==> config.mk <==
export PLATFORM = sky130hd
export DESIGN_NAME = mux_2_1_32_flat
export DESIGN_NICKNAME = d
export VERILOG_FILES = /design/src/rtl/mux_2_1_32_if.sv /design/src/rtl/mux_2_1_32.sv /design/src/flat_wrapper.sv
export SDC_FILE = /design/constraint.sdc
export NUM_CORES = 1
export LEC_CHECK = 0
export CAP_MARGIN = 20
export CORE_ASPECT_RATIO = 1.4
export CORE_MARGIN = 3
export CORE_UTILIZATION = 30
export DETAILED_ROUTE_END_ITERATION = 8
export PLACE_DENSITY = 0.86
export RECOVER_POWER = 50
export REMOVE_ABC_BUFFERS = 1
export SYNTH_ARGS = -nofsm -noshare
export SYNTH_HDL_FRONTEND = slang
export SYNTH_SLANG_ARGS = --single-unit
==> constraint.sdc <==
create_clock -name CLK -period 1.3 [get_ports CLK]
set_input_delay 0.26 -clock CLK [delete_from_list [all_inputs] [get_ports CLK]]
set_output_delay 0.26 -clock CLK [all_outputs]
set_load 0.05 [all_outputs]
==> src/rtl/mux_2_1_32_if.sv <==
// Bus bundle for the fetch-stage next-PC selector: the two candidate PCs, the
// select, and the combinational and registered results.
interface mux_2_1_32_if #(
  parameter int WIDTH = 32
);
  logic [WIDTH-1:0] A;
  logic [WIDTH-1:0] B;
  logic             Sel;
  logic [WIDTH-1:0] C;
  logic [WIDTH-1:0] C_q;
  logic             Sel_q;

  // The master supplies the candidates and the select; the slave (the selector) answers.
  modport master (
    output A,
    output B,
    output Sel,
    input  C,
    input  C_q,
    input  Sel_q
  );

  modport slave (
    input  A,
    input  B,
    input  Sel,
    output C,
    output C_q,
    output Sel_q
  );
endinterface

==> src/rtl/mux_2_1_32.sv <==
// Next-PC selector: C = Sel ? B : A with zero latency, plus a one-cycle
// registered copy of the choice (C_q) and of the select (Sel_q).
module mux_2_1_32 #(
  parameter int               WIDTH       = 32,
  parameter logic [WIDTH-1:0] RESET_VALUE = '0
) (
  input  logic        CLK,
  input  logic        Reset,
  mux_2_1_32_if.slave bus
);

  logic [WIDTH-1:0] c_sel;
  logic [WIDTH-1:0] C_d;
  logic             Sel_d;
  logic [WIDTH-1:0] C_q;
  logic             Sel_q;

  // Ternary, not if/else: an X select merges A and B instead of silently picking A.
  always_comb begin
    c_sel = bus.Sel ? bus.B : bus.A;
  end

  always_comb begin
    C_d   = c_sel;
    Sel_d = bus.Sel;
  end

  always_ff @(posedge CLK) begin
    if (Reset) begin
      C_q   <= RESET_VALUE;
      Sel_q <= 1'b0;
    end else begin
      C_q   <= C_d;
      Sel_q <= Sel_d;
    end
  end

  assign bus.C     = c_sel;
  assign bus.C_q   = C_q;
  assign bus.Sel_q = Sel_q;

endmodule

==> src/flat_wrapper.sv <==
// flat-port wrapper written by rule: the top's interface ports become plain ports
module mux_2_1_32_flat 
#(
  parameter int               WIDTH       = 32,
  parameter logic [WIDTH-1:0] RESET_VALUE = '0
)
  (CLK, Reset, bus_A, bus_B, bus_Sel, bus_C, bus_C_q, bus_Sel_q);
  mux_2_1_32_if #(.WIDTH(WIDTH)) bus_i ();
  input  logic CLK;
  input  logic Reset;
  input wire logic [$bits(bus_i.A)-1:0] bus_A;
  input wire logic [$bits(bus_i.B)-1:0] bus_B;
  input wire logic [$bits(bus_i.Sel)-1:0] bus_Sel;
  output wire logic [$bits(bus_i.C)-1:0] bus_C;
  output wire logic [$bits(bus_i.C_q)-1:0] bus_C_q;
  output wire logic [$bits(bus_i.Sel_q)-1:0] bus_Sel_q;
  assign bus_i.A = bus_A;
  assign bus_i.B = bus_B;
  assign bus_i.Sel = bus_Sel;
  assign bus_C = bus_i.C;
  assign bus_C_q = bus_i.C_q;
  assign bus_Sel_q = bus_i.Sel_q;
  mux_2_1_32 #(.WIDTH(WIDTH), .RESET_VALUE(RESET_VALUE)) u_core (.CLK(CLK), .Reset(Reset), .bus(bus_i));
endmodule
==> impl_metrics.csv <==
group,metric,value,unit
finish,final_core_util,0.7581,
die,die_area,5507,um2
die,num_rows,28,
grt,antenna_found_initial,0,
timing,fin_ws,0.01717,ns
finish,drive_gt1_frac,0.4597,
routing,wl_per_cell,16.64,um
die,io_pins,132,
worst_setup_path,cp-start-kind,"primary input",
timing,setup_viol,0,
grt,first_global_vias,1643,
finish,nets,314,
pwr,peakVddDrop,0.0006437,V
die,start_util,0.3206,
grt,overflow,0,
timing,relSlewSlack,0.6017,
worst_setup_path,crit_required,1.04,ns
worst_setup_path,crit_type,"in -> out",
worst_setup_path,cp_cell_sequence,"buf_8, buf_12, mux2_4, buf_12",
timing,min_period,1.283,ns
worst_setup_path,crit_buf_inv,3,
synth,netlist_instances,105,
worst_hold_path,holdCritStartpoint,"bus_Sel",
worst_setup_path,crit_path_end_kind,"primary output",
grt,gr-usage-all-layers,0.1900,
finish,antenna_cells,0,
timing,min_period_over_period,0.9868,
routing,route.detailed.drc,0,
synth,synth_top_cell_area_share,0.4744,
die,core-area,4344,um2
synth,ys_types,6,
timing,worstMarginPinSlew,0.5975,ns
worst_setup_path,crit_arrival,1.02,ns
place,numPortBuffers,131,
worst_setup_path,cpMostUsedCell,"buf_12",
synth,yosys.area.top_type,"dfxtp_1",
worst_hold_path,holdPathEnd,"u_core.bus.Sel_q$_SDFF_PP0_",
place,hpwlAfterDp,4.332,mm
place,dp_worst_setup_slack,-0.1289,ns
finish,layout_commonest_cell,"dlygate4sd2_1",
status,run_status,"complete, no violations",
place,place.gp.congestion,0.7508,
pwr,p_leak,1.590,nW
clock_tree,htreeDepth,2,
worst_setup_path,cp_max_fo,10,
finish,final_cell_mix,"64 x dlygate4sd2_1, 50 x buf_12, 33 x nor2b_1, 33 x dfxtp_1, 32 x mux2_4",
flow_run,drv_cap,0,
finish,area_growth,136.5,%
routing,drt_iter0_drc,38,
die,die_h,86.62,um
clock_tree,cts_sinks,33,
clock_tree,cts_hold_buf,0,
die,die_x,63.58,um
synth,yosysSeqAreaShare,0.4744,
synth,synth_seq_cells,33,
timing,drv_slew,0,
timing,hold_viol_final,0,
timing,fmax,779.5,MHz
clock_tree,cts_tree,"yes",
synth,yosysWarnings,0,
routing,vias_per_cell,4.393,
routing,num_vias,1353,
worst_setup_path,cp_top_family,"buffers and inverters",
timing,rsz0062_at_grt,"false",
routing,ant_nets,0,
worst_hold_path,hp-class,"in -> reg",
grt,grt_pass1_wl,7.914,mm
synth,syn_area,1393,um2
worst_setup_path,cpPeakStageDelay,0.33,ns
routing,drt_pass1_iterations,3,
worst_setup_path,slowest_stage,"mux2_4",
synth,avgSynthCellArea,13.26,um2
clock_tree,clkTransAtPathRegs,0.06,ns
grt,grt_max_degree,34,
worst_hold_path,whs_path_depth,3,
clock_tree,cts_buffers,5,
synth,synthTopCellsByArea,"dfxtp_1 47%, mux2_4 31%, nor2b_1 15%",
clock_tree,cts_root_buffer,"clkbuf_8",
pwr,p_per_area,1017,nW/um2
routing,drt-total-wl,5.125,mm
clock_tree,clock_path_buffers,2,
cell type report:
type | instances | area (um2)
tap | 60 | 75.07
clock buffer | 8 | 80.08
sequential | 33 | 660.6
timing repair buffer | 142 | 1790
multi-input combinational | 65 | 686.9
fill | 328 | 1051
stage by stage:
stage / hold slack [ns] / power [mW] / area [um2] / setup TNS, ns / std cells
final: 0.4009 / 3.349 / 3293 / 0 / 308
after global placement: 0.7067 / 2.753 / 3406 / -2.402 / 294
after floorplan: 0.3316 / 1.837 / 1336 / 0 / 98
after global routing: 0.4117 / 3.469 / 3293 / 0 / 308
after detailed placement: 0.7087 / 2.789 / 3406 / -2.940 / 294
after CTS: 0.3971 / 3.491 / 3518 / 0 / 308
logic make-up (layout without fill, tap and decap cells):
logic type    Yosys count  in the layout  share of synthesized area
buf+inv                 7            150                    0.04043
simple gates           33             33                     0.1482
flops                  33             33                     0.4744
mux                    32             32                     0.3369
what timing repair did:
action,CTS,global route
setup endpoints to repair,32,0
resized for setup,78,0
buffers inserted,5,0
routing by layer:
| metal | GRT usage | vias up | share of wire |
|---|---|---|---|
| li1 | - | 624 | - |
| met1 | 0.1553 | 637 | 0.29 |
| met2 | 0.3888 | 75 | 0.60 |
| met3 | 0.06485 | 17 | 0.073 |
| met4 | 0.09234 | 0 | 0.039 |
| met5 | 0 | - | 0 |
state kept, by name, summed over array words and instances (netlist names):
register and count:
u_core.bus.Sel_q 1, u_core.bus.C_q 32
how the worst max path moves through the flow:
| stage | slack, ns | start | cells after the start | to |
|---|---|---|---|---|
| 2_1_floorplan | 0.32 | bus_Sel | 2 | u_core.bus.C_q[29]$_SDFF_PP0_ |
| 3_3_place_gp | -0.1 | bus_Sel | 4 | bus_C[29] |
| 3_5_place_dp | -0.13 | bus_B[29] | 3 | bus_C[29] |
| 4_1_cts | 0.02 | bus_Sel | 4 | bus_C[1] |
| 5_1_grt | 0.002 | bus_Sel | 4 | bus_C[21] |
| 6_report | 0.02 | bus_Sel | 4 | bus_C[21] |
report_power, final:
group | internal [mW] | total, mW | switching (mW)
logic | 0.741 | 1.51 | 0.765
clock network | 0.380 | 0.724 | 0.344
registers | 1.08 | 1.12 | 0.0388
Yosys cell counts:
cell and count:
buf_6 4, clkbuf_1 3, nor2b_1 33, mux2_2 3
dfxtp_1 33, mux2_4 29
Power figures use the tool's default switching activity.
